--- config.mk ---
export PLATFORM = sky130hd
export DESIGN_NAME = spi_cmd_arbiter
export DESIGN_NICKNAME = d
export VERILOG_FILES = /design/src/rtl/spi_cmd_arbiter_pkg.sv /design/src/rtl/spi_cmd_arbiter_rr_arbiter.sv /design/src/rtl/spi_cmd_arbiter.sv
export SDC_FILE = /design/constraint.sdc
export NUM_CORES = 1
export LEC_CHECK = 0
export BUFFER_PORTS_ARGS = -buffer_cell sky130_fd_sc_hd__clkbuf_2
export CORE_MARGIN = 2
export CORE_UTILIZATION = 46
export DETAILED_ROUTE_END_ITERATION = 6
export GPL_TIMING_DRIVEN = 0
export PLACE_DENSITY = 0.93
export SETUP_SLACK_MARGIN = 0.05
export SYNTH_ARGS = -nofsm -noshare
export SYNTH_HDL_FRONTEND = slang
export SYNTH_SLANG_ARGS = --single-unit
--- constraint.sdc ---
create_clock -name sys_clk -period 3.82 [get_ports sys_clk]
set_input_delay 0.764 -clock sys_clk [delete_from_list [all_inputs] [get_ports sys_clk]]
set_output_delay 0.764 -clock sys_clk [all_outputs]
set_load 0.01 [all_outputs]
--- src/rtl/spi_cmd_arbiter_pkg.sv ---
// Shared definitions for the SPI command arbiter: FSM encoding, timeout
// counter width and the position of the read flag inside a frame.
package spi_cmd_arbiter_pkg;

    typedef enum logic [2:0] {
        ST_IDLE      = 3'd0,
        ST_ISSUE     = 3'd1,
        ST_WAIT_BUSY = 3'd2,
        ST_WAIT_DONE = 3'd3,
        ST_RESP      = 3'd4
    } arb_state_t;

    localparam int TMO_CNT_W = 8;

    // The read flag is always the most significant bit of a frame.
    function automatic int rd_flag_pos(input int width);
        return width - 1;
    endfunction

endpackage

--- src/rtl/spi_cmd_arbiter_rr_arbiter.sv ---
// Combinational round-robin grant: the search starts just after the last
// owner and wraps, so the last owner has the lowest priority.
module rr_arbiter #(
    parameter  int NREQ = 4,
    localparam int IW   = $clog2(NREQ)
) (
    input  logic [NREQ-1:0] req,
    input  logic [IW-1:0]   last,
    output logic [NREQ-1:0] gnt,
    output logic [IW-1:0]   gnt_idx,
    output logic            gnt_vld
);

    // First pending requester after 'last', walking upward with wrap-around.
    always_comb begin
        gnt     = '0;
        gnt_idx = '0;
        gnt_vld = 1'b0;
        for (int k = 1; k <= NREQ; k++) begin
            logic [IW-1:0] cand;
            cand = IW'((int'(last) + k) % NREQ);
            if (!gnt_vld && req[cand]) begin
                gnt_vld   = 1'b1;
                gnt_idx   = cand;
                gnt[cand] = 1'b1;
            end
        end
    end

endmodule

--- src/rtl/spi_cmd_arbiter.sv ---
// Shares one SPI master between NREQ requesters. One frame is in flight at a
// time: grant, issue, wait for the master to go busy and idle again, then
// return the captured MISO word (or a timeout error) to the owner.
module spi_cmd_arbiter
    import spi_cmd_arbiter_pkg::*;
#(
    parameter  int NREQ    = 4,
    parameter  int WIDTH   = 24,
    parameter  int TIMEOUT = 255,
    localparam int IW      = $clog2(NREQ)
) (
    input  logic                  sys_clk,
    input  logic                  rst,
    input  logic [NREQ-1:0]       req_valid,
    input  logic [NREQ*WIDTH-1:0] req_data,
    output logic [NREQ-1:0]       req_ready,
    output logic [NREQ-1:0]       rsp_valid,
    output logic [WIDTH-1:0]      rsp_data,
    output logic                  rsp_err,
    output logic [WIDTH-1:0]      spi_data,
    output logic                  spi_ena,
    input  logic                  spi_busy,
    input  logic [WIDTH-1:0]      spi_rx_data,
    input  logic                  spi_rx_ena,
    output logic [IW-1:0]         owner
);

    localparam int RD_BIT = rd_flag_pos(WIDTH);
    // Timeout fires on the cycle the counter would reach TIMEOUT, so a wait
    // state lasts at most TIMEOUT cycles.
    localparam logic [TMO_CNT_W-1:0] TMO_LAST = TMO_CNT_W'(TIMEOUT - 1);

    arb_state_t           state_q, state_d;
    logic [TMO_CNT_W-1:0] tmo_cnt_q, tmo_cnt_d;
    logic [IW-1:0]        owner_q;
    logic [WIDTH-1:0]     frame_q;
    logic [WIDTH-1:0]     rx_q;
    logic                 rd_q;
    logic                 err_q;

    logic [NREQ-1:0]      gnt;
    logic [IW-1:0]        gnt_idx;
    logic                 gnt_vld;
    logic [WIDTH-1:0]     gnt_frame;
    logic                 accept;
    logic                 capture;
    logic                 tmo_hit;

    rr_arbiter #(.NREQ(NREQ)) u_rr (
        .req     (req_valid),
        .last    (owner_q),
        .gnt     (gnt),
        .gnt_idx (gnt_idx),
        .gnt_vld (gnt_vld)
    );

    // One-hot mux selecting the granted requester's frame.
    always_comb begin
        gnt_frame = '0;
        for (int i = 0; i < NREQ; i++) begin
            if (gnt[i]) gnt_frame = gnt_frame | req_data[i*WIDTH +: WIDTH];
        end
    end

    // Next-state, handshake strobes and timeout counter update.
    always_comb begin
        state_d   = state_q;
        accept    = 1'b0;
        capture   = 1'b0;
        tmo_hit   = 1'b0;
        req_ready = '0;
        rsp_valid = '0;
        rsp_err   = 1'b0;
        rsp_data  = '0;
        spi_ena   = 1'b0;
        case (state_q)
            ST_IDLE: begin
                if (gnt_vld && !spi_busy) begin
                    accept    = 1'b1;
                    req_ready = gnt;
                    state_d   = ST_ISSUE;
                end
            end
            ST_ISSUE: begin
                spi_ena = 1'b1;
                state_d = ST_WAIT_BUSY;
            end
            ST_WAIT_BUSY: begin
                if (spi_busy) begin
                    state_d = ST_WAIT_DONE;
                end else if (tmo_cnt_q == TMO_LAST) begin
                    tmo_hit = 1'b1;
                    state_d = ST_RESP;
                end
            end
            ST_WAIT_DONE: begin
                capture = spi_rx_ena && rd_q;
                if (!spi_busy) begin
                    state_d = ST_RESP;
                end else if (tmo_cnt_q == TMO_LAST) begin
                    tmo_hit = 1'b1;
                    state_d = ST_RESP;
                end
            end
            ST_RESP: begin
                for (int i = 0; i < NREQ; i++) rsp_valid[i] = (owner_q == IW'(i));
                rsp_err  = err_q;
                rsp_data = rx_q;
                state_d  = ST_IDLE;
            end
            default: state_d = ST_IDLE;
        endcase

        if (state_d != state_q) begin
            tmo_cnt_d = '0;
        end else if ((state_q == ST_WAIT_BUSY || state_q == ST_WAIT_DONE) && (tmo_cnt_q != '1)) begin
            tmo_cnt_d = tmo_cnt_q + 1'b1;
        end else begin
            tmo_cnt_d = tmo_cnt_q;
        end
    end

    // State register and timeout counter.
    always_ff @(posedge sys_clk) begin
        if (rst) begin
            state_q   <= ST_IDLE;
            tmo_cnt_q <= '0;
        end else begin
            state_q   <= state_d;
            tmo_cnt_q <= tmo_cnt_d;
        end
    end

    // Frame context: latched at grant, MISO capture and error flag during the frame.
    always_ff @(posedge sys_clk) begin
        if (rst) begin
            owner_q <= IW'(NREQ - 1);
            frame_q <= '0;
            rd_q    <= 1'b0;
            rx_q    <= '0;
            err_q   <= 1'b0;
        end else begin
            if (accept) begin
                owner_q <= gnt_idx;
                frame_q <= gnt_frame;
                rd_q    <= gnt_frame[RD_BIT];
                rx_q    <= '0;
                err_q   <= 1'b0;
            end
            if (capture) rx_q  <= spi_rx_data;
            if (tmo_hit) err_q <= 1'b1;
        end
    end

    assign spi_data = frame_q;
    assign owner    = owner_q;

endmodule

# Word-level counts from Yosys, hierarchy flattened
# Cells that the tools add are included.
# Widths: inputs -> output; s select.
[op_classes] n_eq_ne=10 muxes=54 div=0 reduce_logical=20 add_sub_neg=5 shifts=0 multipliers=0 magnitude_cmp=8 n_bitwise=6
[op_table] cell="$mux 24" n=7
[op_table] cell="$or 24x24->24" n=3
[op_table] cell="$mux 4" n=7
[op_table] cell="$mux 1" n=22
[op_table] cell="$lt 2x3->1 const B" n=4
[op_table] cell="$mux 3" n=4
[op_table] cell="$or 4x4->4" n=3
[op_table] cell="$pmux 3 s4" n=1
[op_table] cell="$logic_and 1x1->1" n=10
[op_table] cell="$add 8x1->8 const B" n=1
[op_table] cell="$bmux 1 s2" n=4
[op_table] cell="$demux 1 s2" n=4
[op_table] cell="$eq 8x8->1 const B" n=1
[op_table] cell="$ge 2x1->1 const B" n=4
[op_table] cell="$mux 2" n=4
[op_table] cell="$ne 8x8->1 const B" n=1
[op_table] cell="$eq 3x2->1 const B" n=2
[op_table] cell="$add 2x1->2 const B" n=2
[op_table] cell="$add 2x2->2 const B" n=2
[op_table] cell="$eq 2x2->1 const B" n=2
[op_table] cell="$logic_not 1->1" n=4
[op_table] cell="$reduce_bool 2->1" n=2
[op_table] cell="$eq 3x1->1 const B" n=1
[op_table] cell="$eq 3x3->1 const B" n=1
[op_table] cell="other kinds (7)" n=7
[totals] input_bits=128 regBits=63 elab_cells=110 n_memories=0 latch_bits=0 out_inout_bits=60 ramBits=0 rom_bits=0

# Depth between registers and ports, before layout
# Gate-level depths: netlist (run 1).
[depth] ltp_word=20 ltp_mapped=11 mapped_depth_nobuf=8

# Hierarchy
# A second synthesis (run 1) with hierarchy kept.
[hier_totals] cells_unflattened=418 area_unflattened_um2=3714.8
[by_module_without_submodules] module="spi_cmd_arbiter" seq_area_each_um2=1241.2 area_per_inst_um2=3189.3 cells_per_inst=350 instances=1
[by_module_without_submodules] module="rr_arbiter" seq_area_each_um2=0.0 area_per_inst_um2=525.5 cells_per_inst=68 instances=1

# Least setup slack after synthesis (run 1)
# OpenSTA, ideal clock, no wires.
[synth_timing] path_kind="register -> output" from="register owner_q[0], in the netlist owner[0]" to="output req_ready[2]" path_buffers=3 stages_incl_launch_ff=11 path_slack_ns=0.524 t_arrival_ns=2.532 required_ns=3.056 cell_sequence="dfxtp_1 buf_6 inv_1 ha_1 clkbuf_1 mux2i_1 o22ai_1 a2111oi_4 o2bb2ai_2 buf_6 and2_1"
[synth_via] elab_chain_len=16 elab_cells_between_ends=52 classes_between="4 x add/sub; 8 x order compare; 26 x mux; 3 x bitwise; 11 x reduce/logical"
[synth_lines] element="start, declared" line_no="spi_cmd_arbiter.sv:35" source="logic [IW-1:0] owner_q;"
[synth_lines] element="start signal, assigned" line_no="spi_cmd_arbiter.sv:137" source="owner_q <= IW'(NREQ - 1);"
[synth_lines] element="start signal, assigned" line_no="spi_cmd_arbiter.sv:144" source="owner_q <= gnt_idx;"
[synth_lines] element="parallel branches: the longest is 14 deep, another holds $lt 2x3->1"
[synth_lines] element="$mux 4 *" line_no="spi_cmd_arbiter.sv:78" source="if (gnt_vld && !spi_busy) begin"
[synth_lines] element="$mux 4 *" line_no="spi_cmd_arbiter.sv:76" source="case (state_q)"
[synth_lines] element="end, declared" line_no="spi_cmd_arbiter.sv:16" source="output logic [NREQ-1:0] req_ready,"
# Mark *: on every way between the ends. The select of a mux whose other input is x is not followed.

# Final worst setup path (run 1)
[layout_timing] from="register owner_q[1], in the netlist owner[1]" to="output req_ready[0]"
# The elaborated chain is that of the path after synthesis.

==> metrics.csv, run 1 <==
stage,metric,value,unit
route,post-route DRC violation count,0,
synthesis,Post-synth EDFFs,0,
layout,most frequent cells in the layout,"clkbuf_2, nor2_1, dfxtp_1",
sta,RSZ-0062 raised after global routing,false,
global_routing,global-route wire length before repair,19.20,mm
sta,Max Slew Vio Count,0,
layout,"commonest non-fill, non-tap cell in the layout",clkbuf_2,
clock_network,clock sink total,62,
critical_path,Worst Path Arrival,2.91,ns
synthesis,synthesized cell area,3540,µm²
placed_design,Port Buffers,186,
placed_design,placed inst area,4594,µm²
global_routing,Congestion Overflow GR,0,
layout,share of cells above drive strength 1,38.96,%
synthesis,ys flop type,dfxtp_1,
critical_path,Worst path most repeated cell,buf_6,
synthesis,Mapped Nets,547,
sta,Finish-stage setup viols,0,
layout,Layout area overhead,38.07,%
sta,FMAX,272.4,MHz
synthesis,"Seq/Total Area, Yosys",35.07,%
floorplan,Die H,91.72,µm
floorplan,die area,8413,µm²
synthesis,Seq cells post-synth,62,
sta,Tmin final,3.671,ns
run,Max-Cap Viols,0,
route,Routed Antenna Nets,0,
sta,Setup Skew,0.009089,ns
status,run status,completed,
layout,Final Net Count,747,
route,drt first pass iters,6,
sta,Hold WS,0.4895,ns
synthesis,synth warn,0,
clock_network,deepest clock path buffer count,2,
floorplan,I/O Pins,188,
clock_network,CTS tree,built,
placed_design,Placed Cells,696,
critical_path,max incr delay on CP,0.45,ns
critical_path,critical path type,reg -> out,
global_routing,largest net degree at the start of global routing,11,
critical_path,Crit-path slowest cell,dfxtp_2,
clock_network,worst-skew pair later-pin latency,0.33,ns
critical_path,Worst setup EP type,primary output,
clock_network,Root Buffer Master,clkbuf_8,
critical_path,worst r2r dst,spi_data[12]$_SDFFE_PP0P_,
global_routing,antenna violations before repair,0,
route,routed vias,4158,
sta,Relative slew margins,54.12,%
power_and_ir_drop,Max IR drop VDD,253.0,µV
critical_path,Critical Path Start Type,flop,
clock_network,Clock Pin Slew Worst Setup and Hold Paths,0.07,ns
critical_path,reg2reg path depth,9,
critical_path,cell family with most CP delay,buffers and inverters,
min_path,Worst Hold Depth,2,
route,initial DRC count,322,
global_routing,Overall Global Routing Usage,28.13,%
floorplan,die width,91.72,µm
sta,crit share post-route,96.11,%
floorplan,Rows,31,
critical_path,FF-to-FF setup slack,0.88,ns
min_path,worst hold path class,reg -> reg,
sta,"Hold Vio Cnt, Final",0,
floorplan,core area,7370,µm²
critical_path,critical path peak fanout,10,
critical_path,CP bufs+invs,4,
sta,Worst Tran Pin Value,0.6874,ns
critical_path,worst path required time,3.06,ns
layout,# diodes,0,
critical_path,"Critical Path, Cell by Cell",buf_6 -> inv_1 -> ha_4 -> mux4_2 -> nor2b_1 -> o2bb2ai_2 -> buf_6 -> and2_1 -> clkbuf_2,
clock_network,Num CTS Buffers,9,
floorplan,Initial Util,48.03,%
route,DR WL/cell,17.25,µm
layout,fin cells,715,
clock_network,H-tree Lvls,3,
synthesis,Mapped Cells,411,
sta,setup TNS,0,ns
route,Post-Route WL,12.33,mm
layout,final instance area,4887,µm²
route,DR vias/cell,5.815,
critical_path,worst r2r src,owner[1]$_SDFFE_PP1P_,
power_and_ir_drop,Power Dens Cells,491.2,nW/µm²
min_path,hold path endpoint,rx_q[17]$_SDFFE_PP0P_,
synthesis,Syn Area/Cell,8.612,µm²
placed_design,post-DP HPWL,9.403,mm
placed_design,Final Wtd Congestion,0.9314,
power_and_ir_drop,leakage,2.209,nW
synthesis,Async SR Flop Fraction,0,%
synthesis,Netlist cell types,46,
min_path,worst hold start,rx_q[17]$_SDFFE_PP0P_,
global_routing,vias in the first global route,3991,
[what timing repair did]
action,in CTS,in global routing
hold buffers,0,0
pin swaps,0,1
resized for setup,8,7
endpoints found under the setup margin,3,3
setup buffers,0,4
[cells in the mapped netlist (all sizes together), types with 7 or more instances]
cell	number	area share [%]
clkbuf	22	2.3
ha	8	2.8
and2	32	5.7
a21oi	30	4.2
nor2b	7	1.2
o21ai	9	1.3
nand2	8	0.85
buf	15	3.7
nor2	70	7.4
a22oi	24	5.1
a222oi	24	6.8
a211oi	27	5.7
dfxtp	62	35
[area by class of cell]
class,count,area (µm²)
plain buffers,36,211.5
clock buffers,13,168.9
clock inverters,3,17.52
fillers,623,2482
inverters,5,22.52
multi-input cells,307,2138
flip-flops and latches,62,1244
well taps,99,123.9
repair buffers,190,960.9
[cell families after synthesis]
group,count (synthesis),synth area share (%)
simple gates,147,21.00
xor+xnor,9,2.227
buf+inv,42,6.575
compound gates,135,28.95
mux,8,3.358
flops,62,35.07
fa+ha+maj,8,2.828
[power breakdown]
| part | internal, W | switching [W] | total, W |
|---|---|---|---|
| combinational | 0.000497 | 0.000624 | 0.00112 |
| sequential | 0.000701 | 0.0000416 | 0.000742 |
| clock | 0.000287 | 0.000251 | 0.000538 |
[through the flow]
step	setup slack (ns)	util (%)	power [W]
after floorplan	0.5236	-	0.001463
after detailed placement	0.04730	62.34	0.001779
after global routing	0.03389	66.32	0.002516
final	0.1487	66.32	0.002401
after CTS	0.05552	65.42	0.002342
after global placement	0.1851	62.34	0.001741
[worst reg2reg max path: stages (launching register included)]
cell	delay (ns)
dfxtp_2	0.45
buf_6	0.17
inv_1	0.11
ha_4	0.36
mux4_2	0.45
a2111oi_4	0.43
o2bb2ai_4	0.16
buf_6	0.18
a222oi_1	0.36
a211oi_1	0.14
[registers in the layout, indices dropped and copies added (netlist names)]
name,count
state_q,3
err_q,1
owner,2
spi_data,24
tmo_cnt_q,8
rx_q,24
[layer usage]
metal	vias to the layer above	wire, µm	global-route usage [%]
met2	246	6050	48.77
met5	-	0	0
met4	0	480	12.31
met1	1935	4682	33.57
met3	39	1118	5.752
li1	1938	-	-
[how the worst max path moves through the flow]
| stage | startpoint | endpoint | slack [ns] | cells after the start |
|---|---|---|---|---|
| 4_1_cts | owner[0]$_SDFFE_PP1P_ | req_ready[2] | 0.06 | 10 |
| 6_report | owner[1]$_SDFFE_PP1P_ | req_ready[0] | 0.15 | 9 |
| 3_3_place_gp | owner[1]$_SDFFE_PP1P_ | req_ready[2] | 0.19 | 11 |
| 3_5_place_dp | owner[0]$_SDFFE_PP1P_ | req_ready[0] | 0.05 | 11 |
| 5_1_grt | owner[0]$_SDFFE_PP1P_ | req_ready[0] | 0.03 | 9 |
| 2_1_floorplan | owner[0]$_SDFFE_PP1P_ | req_ready[2] | 0.52 | 10 |
No activity file was read; power rests on OpenSTA's default activity.
==> run 2: changes to the inputs <==
--- a/config.mk
+++ b/config.mk
@@ -6,7 +6,7 @@
 export NUM_CORES = 1
 export LEC_CHECK = 0
 export BUFFER_PORTS_ARGS = -buffer_cell sky130_fd_sc_hd__clkbuf_2
-export CORE_MARGIN = 2
+export CORE_MARGIN = 4
 export CORE_UTILIZATION = 46
 export DETAILED_ROUTE_END_ITERATION = 6
 export GPL_TIMING_DRIVEN = 0
==> run 2 against run 1 <==
The flow now finishes with violations (DRC). Clock skew down 0.0012 ns. Total power down 1.0%. Clock power down 3%. Maximum frequency down 0.74%. Largest cell class unchanged.
==> metrics.csv, run 2 (same netlist as run 1, synthesis figures left out) <==
stage,metric,value,unit,change
global_routing,largest net degree at the start of global routing,11,,unchanged
route,post-route DRC violation count,1,,+1
global_routing,vias in the first global route,4041,,+1.3%
critical_path,Worst setup EP type,primary output,,
global_routing,GR Util met2,45.40,%,-3.4 points
placed_design,Final Wtd Congestion,0.8847,,-5.0%
floorplan,Die H,95.72,µm,+4.4%
layout,# diodes,0,,unchanged
sta,RSZ-0062 raised after global routing,true,,
layout,share of cells above drive strength 1,38.56,%,-0.40 points
sta,Tmin final,3.699,ns,+0.02744 ns
power_and_ir_drop,leakage,2.198,nW,-0.53%
sta,Relative slew margins,55.53,%,+1.4 points
sta,crit share post-route,96.83,%,+0.72 points
floorplan,I/O Pins,188,,unchanged
clock_network,deepest clock path buffer count,2,,unchanged
clock_network,Num CTS Buffers,9,,unchanged
clock_network,H-tree Lvls,3,,unchanged
global_routing,Congestion Overflow GR,0,,unchanged
sta,Setup Skew,0.007887,ns,-0.001202 ns
clock_network,Clock Pin Slew Worst Setup and Hold Paths,0.07,ns,about the same
sta,Max Slew Vio Count,0,,unchanged
layout,Layout area overhead,37.08,%,
sta,Worst Tran Pin Value,0.6663,ns,-0.02113 ns
clock_network,clock sink total,62,,unchanged
layout,Final Net Count,744,,-0.40%
floorplan,die width,95.72,µm,+4.4%
critical_path,Worst Path Arrival,2.93,ns,+0.02 ns
sta,"Hold Vio Cnt, Final",0,,unchanged
power_and_ir_drop,Max IR drop VDD,224.9,µV,-11%
sta,setup TNS,0,ns,unchanged
placed_design,post-DP HPWL,9.710,mm,+3.3%
route,Routed Antenna Nets,0,,unchanged
global_routing,antenna violations before repair,0,,unchanged
layout,most frequent cells in the layout,"clkbuf_2, nor2_1, dfxtp_1",,
global_routing,gr busiest metal,met2,,
route,routed vias,4176,,+0.43%
route,initial DRC count,363,,+13%
power_and_ir_drop,Power Dens Cells,489.7,nW/µm²,-0.31%
status,failing checks,DRC,,
status,run status,finished with violations,,
critical_path,Critical Path Start Type,flop,,
floorplan,Initial Util,48.03,%,unchanged
global_routing,grt met1 use,29.91,%,-3.7 points
route,DR vias/cell,5.873,,+1.0%
route,DR WL/cell,17.72,µm,+2.8%
global_routing,global-route wire length before repair,18.76,mm,-2.3%
clock_network,CTS tree,built,,
route,Post-Route WL,12.60,mm,+2.2%
sta,Finish-stage setup viols,0,,unchanged
critical_path,critical path peak fanout,10,,unchanged
run,Max-Cap Viols,0,,unchanged
global_routing,Overall Global Routing Usage,25.98,%,-2.1 points
critical_path,worst path required time,3.06,ns,about the same
layout,"commonest non-fill, non-tap cell in the layout",clkbuf_2,,
clock_network,Root Buffer Master,clkbuf_8,,
clock_network,worst-skew pair later-pin latency,0.33,ns,about the same
min_path,worst hold path class,reg -> reg,,
layout,Fillers,638,,+2.4%
critical_path,critical path type,reg -> out,,
route,drt first pass iters,7,,+1
floorplan,core area,7370,µm²,unchanged
floorplan,Rows,31,,unchanged
sta,Hold WS,0.4940,ns,+0.004548 ns
sta,FMAX,270.4,MHz,-0.74%
global_routing,GR Util met3,5.238,%,-0.51 points
floorplan,die area,9162,µm²,+8.9%
placed_design,Port Buffers,186,,unchanged
-- run 2: changes by cell type in the layout (fill, tap and decap cells not counted) --
cell,previous run,this run
clkbuf_8,12,11
clkinv_2,2,3
inv_1,4,5
buf_4,9,6
clkinvlp_4,2,1
o2bb2ai_2,1,0
mux2i_2,0,1
mux2i_4,2,1
clkbuf_1,21,20
o2bb2ai_4,2,3
-- run 2: metrics by stage --
step	instances	instance area (µm²)	setup WS [ns]	utilization (%)	power, W
5_1_grt	711	4852	0.006441	65.84	0.002512
3_5_place_dp	696	4594	0.05074	62.34	0.001787
2_1_floorplan	411	3540	0.5236	-	0.001463
3_3_place_gp	696	4594	0.1558	62.34	0.001745
4_1_cts	710	4805	0.1170	65.20	0.002331
6_report	711	4852	0.1213	65.84	0.002376
-- run 2: what timing repair did --
item | 4_1_cts | 5_1_grt
gates resized for setup | 8 | 6
endpoints found under the setup margin | 4 | 3
buffers inserted | 0 | 1
pin swaps | 0 | 2
hold buffers | 0 | 0
-- run 2: worst paths after layout --
kind,end,cells after the start,startpoint,slack (ns)
max,req_ready[2],9,owner[0]$_SDFFE_PP1P_,0.12
min,spi_data[8]$_SDFFE_PP0P_,2,spi_data[8]$_SDFFE_PP0P_,0.49
max reg2reg,spi_data[9]$_SDFFE_PP0P_,9,owner[0]$_SDFFE_PP1P_,0.83
min reg2reg,spi_data[8]$_SDFFE_PP0P_,2,spi_data[8]$_SDFFE_PP0P_,0.49
-- run 2: critical path, stage by stage, from the launching register on --
cell and delay (ns):
dfxtp_2 0.39, buf_6 0.17, inv_1 0.17, ha_4 0.38, mux4_2 0.44, a2111oi_4 0.43
o2bb2ai_4 0.17, buf_6 0.17, and2_1 0.15, clkbuf_2 0.12
-- run 2: power breakdown --
group	internal (W)	switching [W]	total, W
combinational	0.000486	0.000628	0.00111
clock	0.000264	0.000256	0.000520
sequential	0.000701	0.0000411	0.000742
total	0.00145	0.000925	0.00238
-- run 2: layout make-up --
cell class / count / area [µm²] / share of cell area (%)
tap: 99 / 123.9 / 2.553
clock inverter: 4 / 22.52 / 0.4642
inverter: 5 / 18.77 / 0.3868
multi-input combinational: 307 / 2142 / 44.15
timing repair buffer: 187 / 938.4 / 19.34
buffer: 36 / 211.5 / 4.358
clock buffer: 11 / 151.4 / 3.120
sequential: 62 / 1244 / 25.63
-- run 2: metal layers --
layer | share of wire [%] | wire (µm) | vias to the layer above
li1 | - | - | 1935
met1 | 37 | 4718 | 1919
met2 | 49 | 6141 | 270
met3 | 9.5 | 1197 | 52
met4 | 4.3 | 544 | 0
met5 | 0 | 0 | -
==> run 3: changes to the inputs <==
--- a/config.mk
+++ b/config.mk
@@ -6,11 +6,12 @@
 export NUM_CORES = 1
 export LEC_CHECK = 0
 export BUFFER_PORTS_ARGS = -buffer_cell sky130_fd_sc_hd__clkbuf_2
+export CORE_ASPECT_RATIO = 1.4
 export CORE_MARGIN = 4
-export CORE_UTILIZATION = 46
+export CORE_UTILIZATION = 49
 export DETAILED_ROUTE_END_ITERATION = 6
 export GPL_TIMING_DRIVEN = 0
-export PLACE_DENSITY = 0.93
+export PLACE_DENSITY = 0.95
 export SETUP_SLACK_MARGIN = 0.05
 export SYNTH_ARGS = -nofsm -noshare
 export SYNTH_HDL_FRONTEND = slang
==> constraint.sdc (replaced) <==
create_clock -name sys_clk -period 4.3 [get_ports sys_clk]
set_input_delay 0.86 -clock sys_clk [delete_from_list [all_inputs] [get_ports sys_clk]]
set_output_delay 0.86 -clock sys_clk [all_outputs]
set_load 0.01 [all_outputs]
==> run 3 against run 2 <==
The flow now finishes without violations. Total power down 12%. Count of clock-buffer cells in the layout down 2. Utilization up 2.7 points. Final cell count down 0.56%. Wire length down 7.0%. Hold slack worse by 0.0012 ns. Cell area down 1.3%. Clock skew about the same. Non-clock buffer count down 1. Register-to-register slack better by 0.22 ns. Global-route usage down 0.31 points. Setup slack better by 0.15 ns. Critical endpoint unchanged. Largest cell class unchanged.
==> metrics.csv, run 3 (same netlist as run 1, synthesis figures left out) <==
stage,metric,value,unit,change
status,run status,completed,,
clock_network,Num CTS Buffers,9,,unchanged
sta,"Hold Vio Cnt, Final",0,,unchanged
global_routing,antenna violations before repair,0,,unchanged
layout,most frequent cells in the layout,"clkbuf_2, nor2_1, dfxtp_1",,
critical_path,critical path type,reg -> out,,
floorplan,Initial Util,50.70,%,+2.7 points
clock_network,CTS tree,built,,
power_and_ir_drop,leakage,2.188,nW,-0.46%
min_path,worst hold path class,reg -> reg,,
floorplan,core area,6982,µm²,-5.3%
route,Routed Antenna Nets,0,,unchanged
layout,Layout area overhead,35.28,%,
placed_design,Placement Setup Slack,0.4656,ns,+0.4149 ns
route,routed vias,4074,,-2.4%
sta,Finish-stage setup viols,0,,unchanged
clock_network,clock sink total,62,,unchanged
sta,RSZ-0062 raised after global routing,false,,
clock_network,worst-skew pair later-pin latency,0.34,ns,about the same
sta,Relative slew margins,54.13,%,-1.4 points
placed_design,post-DP HPWL,9.186,mm,-5.4%
global_routing,Overall Global Routing Usage,25.67,%,-0.31 points
layout,share of cells above drive strength 1,37.58,%,-0.98 points
route,Post-Route WL,11.72,mm,-7.0%
run,Max-Cap Viols,0,,unchanged
critical_path,worst path required time,3.44,ns,+0.38 ns
power_and_ir_drop,Max IR drop VDD,338.6,µV,+51%
route,initial DRC count,243,,-33%
clock_network,H-tree Lvls,3,,unchanged
route,drt first pass iters,5,,-2
sta,crit share post-route,93.68,%,
power_and_ir_drop,Power Dens Cells,436.7,nW/µm²,-11%
critical_path,Worst setup EP type,primary output,,
global_routing,largest net degree at the start of global routing,13,,+2
global_routing,vias in the first global route,4037,,-0.099%
clock_network,Root Buffer Master,clkbuf_8,,
layout,Register Area,1241,µm²,-0.20%
floorplan,Die H,108.6,µm,+13%
sta,setup TNS,0,ns,unchanged
sta,Final WS setup,0.2716,ns,+0.1503 ns
sta,FMAX,248.2,MHz,
sta,Max Slew Vio Count,0,,unchanged
sta,Worst Tran Pin Value,0.6874,ns,+0.02105 ns
clock_network,Clock Pin Slew Worst Setup and Hold Paths,0.07,ns,about the same
floorplan,die width,79.83,µm,-17%
layout,Fillers,553,,-13%
clock_network,# hold bufs at CTS,0,,unchanged
route,DR WL/cell,16.58,µm,-6.5%
sta,Setup Skew,0.008289,ns,+0.0004018 ns
route,DR vias/cell,5.762,,-1.9%
floorplan,I/O Pins,188,,unchanged
clock_network,deepest clock path buffer count,2,,unchanged
layout,area of the multi-input gates,2072,µm²,-3.3%
critical_path,critical path peak fanout,10,,unchanged
global_routing,Congestion Overflow GR,0,,unchanged
layout,# diodes,0,,unchanged
sta,Tmin final,4.028,ns,
layout,"commonest non-fill, non-tap cell in the layout",clkbuf_2,,
floorplan,die area,8667,µm²,-5.4%
global_routing,global-route wire length before repair,17.71,mm,-5.6%
placed_design,Final Wtd Congestion,0.8971,,+1.4%
layout,Final Net Count,743,,-0.13%
critical_path,Critical Path Start Type,flop,,
route,post-route DRC violation count,0,,-1
critical_path,Worst Path Arrival,3.17,ns,+0.24 ns
placed_design,Port Buffers,186,,unchanged
floorplan,Rows,36,,+16%
==> run 3: cell count changes in the layout (fill, tap and decap cells not counted), sizes merged <==
cell / before / now
buf: 16 / 15
clkinvlp: 1 / 2
inv: 5 / 6
bufinv: 0 / 1
clkbuf: 218 / 216
==> run 3: metrics by stage <==
stage / cell area [µm²] / hold slack (ns) / total power, W / instances / util (%)
global placement: 4589 / 0.4681 / 0.001555 / 692 / 65.73
detailed placement: 4589 / 0.4769 / 0.001582 / 692 / 65.73
CTS: 4786 / 0.4921 / 0.002087 / 708 / 68.55
global route: 4788 / 0.5153 / 0.002206 / 707 / 68.58
finish: 4788 / 0.4928 / 0.002091 / 707 / 68.58
floorplan: 3540 / 0.4455 / 0.001299 / 411 / -
==> run 3: final timing paths <==
path | to | depth (start not counted) | slack [ns] | start
min reg2reg | spi_data[18]$_SDFFE_PP0P_ | 2 | 0.49 | spi_data[18]$_SDFFE_PP0P_
max | req_ready[2] | 10 | 0.27 | owner[1]$_SDFFE_PP1P_
min | spi_data[18]$_SDFFE_PP0P_ | 2 | 0.49 | spi_data[18]$_SDFFE_PP0P_
max reg2reg | spi_data[22]$_SDFFE_PP0P_ | 10 | 1.05 | owner[1]$_SDFFE_PP1P_
==> run 3: area by class of cell <==
| class | instances | share of cell area, % |
|---|---|---|
| buffer | 36 | 4.390 |
| clock buffer | 9 | 2.587 |
| clock inverter | 7 | 1.516 |
| inverter | 5 | 0.3920 |
| multi-input combinational | 307 | 43.27 |
| sequential | 62 | 25.92 |
| tap | 95 | 2.482 |
| timing repair buffer | 186 | 19.44 |
==> run 3: repair_timing <==
| item | CTS | global route |
|---|---|---|
| buffers inserted | 0 | 0 |
| gates resized for setup | 0 | 2 |
| endpoints found under the setup margin | 0 | 3 |
| hold endpoints to repair | 0 | 0 |
==> run 3: layer usage <==
metal	track usage [%]	share of wire, %
met5	0	0
met2	48.39	51
met1	26.42	38
met3	6.167	8.7
met4	11.23	2.4
==> run 3: worst max-delay path, cell delays in order (launching register included) <==
cell and delay, ns:
dfxtp_1 0.53, buf_6 0.19, inv_1 0.09, ha_2 0.45
mux2i_1 0.34, o22ai_1 0.18, a2111oi_4 0.39, o2bb2ai_2 0.20
buf_6 0.19, and2_1 0.15, clkbuf_2 0.12
==> run 3: where the power goes <==
| part | switching (W) | internal (W) |
|---|---|---|
| logic | 0.000523 | 0.000404 |
| clock network | 0.000239 | 0.000268 |
| registers | 0.0000347 | 0.000621 |
